[src/rtl/sr_flip_flop.sv]
// rtl/sr_flip_flop.sv - vectorised clocked SR storage with invalid-input policy and status flags
// Optional macro SR_FLIP_FLOP_ERR_CNT_EN adds an 8-bit saturating count of illegal edges.
module sr_flip_flop #(
   parameter int               WIDTH        = 1,
   parameter logic [WIDTH-1:0] RESET_VAL    = '0,
   parameter int               INVALID_MODE = 0
) (
   input  logic             clk,
   input  logic             rst,
   input  logic [WIDTH-1:0] s,
   input  logic [WIDTH-1:0] r,
   output logic [WIDTH-1:0] q,
   output logic [WIDTH-1:0] qn,
   output logic [WIDTH-1:0] invalid,
`ifdef SR_FLIP_FLOP_ERR_CNT_EN
   output logic [7:0]       err_cnt,
`endif
   output logic             err_sticky
);

   logic [WIDTH-1:0] q_next;
   logic [WIDTH-1:0] overlap;

   assign overlap = s & r;
   assign qn      = ~q;

   // Out-of-range policy codes fall through to hold.
   always_comb begin
      q_next = q;
      for (int i = 0; i < WIDTH; i++) begin
         case ({s[i], r[i]})
            2'b10: q_next[i] = 1'b1;
            2'b01: q_next[i] = 1'b0;
            2'b11: begin
               case (INVALID_MODE)
                  1:       q_next[i] = 1'b1;
                  2:       q_next[i] = 1'b0;
                  3:       q_next[i] = ~q[i];
                  default: q_next[i] = q[i];
               endcase
            end
            default: q_next[i] = q[i];
         endcase
      end
   end

   always_ff @(posedge clk or posedge rst) begin
      if (rst) begin
         q          <= RESET_VAL;
         invalid    <= '0;
         err_sticky <= 1'b0;
      end else begin
         q          <= q_next;
         invalid    <= overlap;
         err_sticky <= err_sticky | (|overlap);
      end
   end

`ifdef SR_FLIP_FLOP_ERR_CNT_EN
   always_ff @(posedge clk or posedge rst) begin
      if (rst) begin
         err_cnt <= 8'd0;
      end else if ((|overlap) && (err_cnt != 8'hff)) begin
         err_cnt <= err_cnt + 8'd1;
      end
   end
`endif

endmodule

[config.mk]
export PLATFORM = sky130hd
export DESIGN_NAME = sr_flip_flop
export DESIGN_NICKNAME = d
export VERILOG_FILES = /design/src/rtl/sr_flip_flop.sv
export SDC_FILE = /design/constraint.sdc
export NUM_CORES = 1
export LEC_CHECK = 0
export BUFFER_PORTS_ARGS = -buffer_cell sky130_fd_sc_hd__buf_2
export CAP_MARGIN = 20
export CORE_AREA = 2 2 39 41
export DETAILED_ROUTE_END_ITERATION = 8
export DIE_AREA = 0 0 41 43
export GPL_TIMING_DRIVEN = 0
export PLACE_DENSITY_LB_ADDON = 0.15
export SYNTH_ARGS = -nofsm -noshare
export SYNTH_HDL_FRONTEND = slang
export SYNTH_SLANG_ARGS = --single-unit
[constraint.sdc]
create_clock -name clk -period 1 [get_ports clk]
set_input_delay 0.05 -clock clk [delete_from_list [all_inputs] [get_ports clk]]
set_output_delay 0.05 -clock clk [all_outputs]
set_load 0.05 [all_outputs]
# --- Yosys cells after proc, flatten, opt, wreduce, memory -nomap -nowiden ---
# Index checks and enable logic that the tools add are counted.
# Widths: inputs -> output; s select.
classes:
  n_eq_ne: 2
  n_mux: 1
  n_bitwise: 3
  n_reduce_logical: 1
op_table:
  columns: ["op", "n"]
  rows:
  - ["$eq 2x1->1 const B", 1]
  - ["$eq 2x2->1 const B", 1]
  - ["$pmux 1 s2", 1]
  - ["$reduce_bool 2->1", 1]
  - ["$and 1x1->1", 1]
  - ["$not 1->1", 1]
  - ["$or 1x1->1", 1]
word_totals:
  regBits: 3
  input_bits: 4
  out_inout_bits: 4

# --- Logic depth before layout (Yosys ltp) ---
depth:
  word_depth: 2
  mapped_depth: 3
  mapped_depth_nobuf: 3

# --- Least setup slack after synthesis ---
# No wires, ideal clock.
synth_path:
  kind: "register to register"
  from: "register q (netlist name)"
  to: "register q"
  setup_ns: 0.085
  arrival_ns: 1.158
  setup_slack_ns: -0.243
  path_stages_with_launch: 3
  n_path_buf: 0
  cell_sequence: "dfrtp_1 > inv_1 > mux2i_1"
synth_rtl:
  columns: ["element", "line_no", "rtl"]
  rows:
  - ["end signal, assigned", "53", "q <= q_next;"]
  - ["end, declared", "12", "output logic [WIDTH-1:0] q,"]

# --- Worst setup path after layout ---
layout_path:
  from: "register q"
  to: "output port qn"
layout_between:
  elab_chain_len: 1
layout_lines:
  columns: ["element", "line_no", "rtl"]
  rows:
  - ["$not 1->1", "25", "assign qn = ~q;"]
  - ["end, declared", "13", "output logic [WIDTH-1:0] qn,"]
# No other way between the ends.

==> results.py <==
metrics = {
    "die": {
        "core_um2": 1380,
        "start_util": 0.0922,
        "die_y_um": 43,
        "core.rowCount": 14,
        "dieWidth_um": 41,
        "top_level_ports": 8,
        "die_area_um2": 1760,
    },
    "routing": {
        "wl_um": 302,
        "post_drt_wl_per_cell_um": 7.95,
        "vias": 103,
        "post-route-drc-count": 0,
        "dr.pass1.iters": 1,
        "vias_per_cell": 2.71,
        "antenna_left": 0,
        "drt_iter0_drc": 0,
    },
    "timing": {
        "worst_slack_ns": 0.0467,
        "final-setup-viol-count": 0,
        "relSlewSlack": 0.833,
        "slew_viol_final": 0,
        "finClkSkew_ns": 0,
        "worst_pin_slew_ns": 0.252,
        "final_hold_viol_count": 0,
        "fmaxAchievable_mhz": 1050,
        "rsz0062_at_grt": "no",
        "fin_crit_ns": 0.953,
        "period_share": 0.953,
    },
    "clock_network": {
        "htree_num_levels": 1,
        "cts_buffer_depth": 2,
        "postCtsSetupRepairBufs": 0,
        "clock_latency_ns": 0.23,
        "path_clk_slew_ns": 0.04,
        "cts_tree": "yes",
        "cts_buffers": 3,
        "cts-root-buf": "clkbuf_4",
        "cts_sinks": 3,
    },
    "setup_path": {
        "crit_fanout": 2,
        "path_delay_family": "flip-flops",
        "crit_arrival_ns": 0.90,
        "ff2ff_setup_slack_ns": 0.31,
        "r2r-start": "err_sticky",
        "critPathMaxStageDelay_ns": 0.41,
        "crit_path_start_kind": "flip-flop",
        "ff2ff_path_depth": 1,
        "path_cells": "clkinvlp_4 -> buf_4",
        "timing.rr.end": "err_sticky",
        "critical_path_buf_inv_count": 2,
        "worst_path_max_delay_cell": "dfrtp_2",
        "required_ns": 0.95,
        "cp-end-kind": "primary output",
        "path_class": "flip-flop to primary output",
    },
    "finish": {
        "antenna_cells": 0,
        "drive_gt1_frac": 0.545,
        "area_delta_synth_final_pct": 77.5,
        "layout_commonest_cell": "buf_2",
        "fin_nets": 29,
        "stdcell_count": 38,
        "mostFrequentLayoutCells": "buf_2, clkbuf_4, inv_1, ha_1, dfrtp_1",
    },
    "hold_path": {
        "worstHoldPathCells": 2,
        "worst_hold_path_type": "input pin to flip-flop",
        "hold_end": "invalid",
        "holdCritStartpoint": "r",
    },
    "yosys": {
        "yosysWarningCount": 0,
        "synth_area_per_cell_um2": 12.8,
        "synth_seq_cells": 3,
        "netlist_area_um2": 128,
        "syn-num-nets": 16,
        "synth.distinct_cells": 5,
        "syn_inst": 10,
        "ys_seq_area_frac": 0.588,
    },
    "global_route": {
        "grt_pass1_vias": 123,
        "grt-ovfl-total": 0,
        "grt_max_degree": 4,
        "antenna_found_initial": 0,
        "grt_first_pass_wirelength_um": 531,
        "grt.total_usage": 0.0584,
    },
    "placed_design": {
        "placed_cells": 33,
        "routabilityCongestion": 0.575,
        "io_buffers": 7,
        "dp_slack_ns": 0.231,
    },
    "power": {
        "pwr-share-comb": 0.202,
        "power_density_nw_per_um2": 1940,
        "clkPwrFrac": 0.487,
        "netSwitchingFraction": 0.303,
        "p_sw_uw": 133,
        "p_leak_uw": 0.000110,
        "seqPwrFrac": 0.310,
        "p_int_uw": 307,
        "vdd_ir_drop_max_mv": 0.617,
    },
    "run_status": {
        "status": "finished clean",
    },
    "flow_run": {
        "max-cap-violations": 0,
    },
}
[per-layer routing]
metal | share of wire | GRT usage
met4 | 0 | 0.0800
met1 | 0.49 | 0.0550
met5 | 0 | 0
met2 | 0.38 | 0.0531
met3 | 0.13 | 0.0628
[cell families (layout without fill, tap and decap cells)]
family / Yosys count / in the layout / share of synthesized area
simple gates: 1 / 1 / 0.0491
flops: 3 / 3 / 0.588
fa+ha+maj: 2 / 2 / 0.196
mux: 1 / 1 / 0.0784
buf+inv: 3 / 15 / 0.0882
[cell type report]
cell class                      instances  area, um2
Clock buffer                            4       26.3
Inverter                                3       15.0
Fill cell                             150       1160
Multi-Input combinational cell          4       41.3
Sequential cell                         3       76.3
Timing Repair Buffer                    8       47.5
Tap cell                               16       20.0
[power groups by stage]
| stage | Sequential, uW | Clock [uW] | Combinational (uW) |
|---|---|---|---|
| 2_1_floorplan | 163 | 0 | 34.7 |
| 3_3_place_gp | 137 | 0 | 81.3 |
| 3_5_place_dp | 138 | 0 | 83.4 |
| 4_1_cts | 136 | 231 | 90.2 |
| 5_1_grt | 137 | 249 | 96.4 |
| 6_report | 136 | 214 | 89.1 |
[state kept, by name, summed over array words and instances, names as in the netlist]
name / flops
invalid: 1
err_sticky: 1
q: 1
[Yosys cell counts]
| cell type | count | area (um2) |
|---|---|---|
| mux2i_1 | 1 | 10.0 |
| ha_1 | 2 | 25.0 |
| or2_1 | 1 | 6.26 |
| inv_1 | 3 | 11.3 |
| dfrtp_1 | 3 | 75.1 |
[repair_timing]
| action | 4_1_cts | 5_1_grt |
|---|---|---|
| hold buffers | 1 | 0 |
| setup endpoints to repair | 1 | 0 |
| endpoints found under the hold margin | 3 | 0 |
| resized for setup | 1 | 0 |
[per-stage QoR]
step | TNS, ns | area [um2] | util | hold WS (ns) | total power [uW]
6_report | 0 | 226 | 0.164 | 0.0956 | 440
5_1_grt | 0 | 226 | 0.164 | 0.0986 | 483
4_1_cts | 0 | 226 | 0.164 | 0.0876 | 458
3_5_place_dp | 0 | 188 | 0.136 | -0.0793 | 221
3_3_place_gp | 0 | 188 | 0.136 | -0.0813 | 219
2_1_floorplan | -0.133 | 133 | - | -0.196 | 198
[how the worst max path moves through the flow]
stage	cells after the start	slack, ns	endpoint	startpoint
2_1_floorplan	2	-0.13	q	q
3_3_place_gp	2	0.24	qn	q
3_5_place_dp	2	0.23	qn	q
4_1_cts	2	0.03	qn	q
5_1_grt	2	0.003	qn	q
6_report	2	0.05	qn	q
Note: power is estimated with default switching activity, not from simulation.
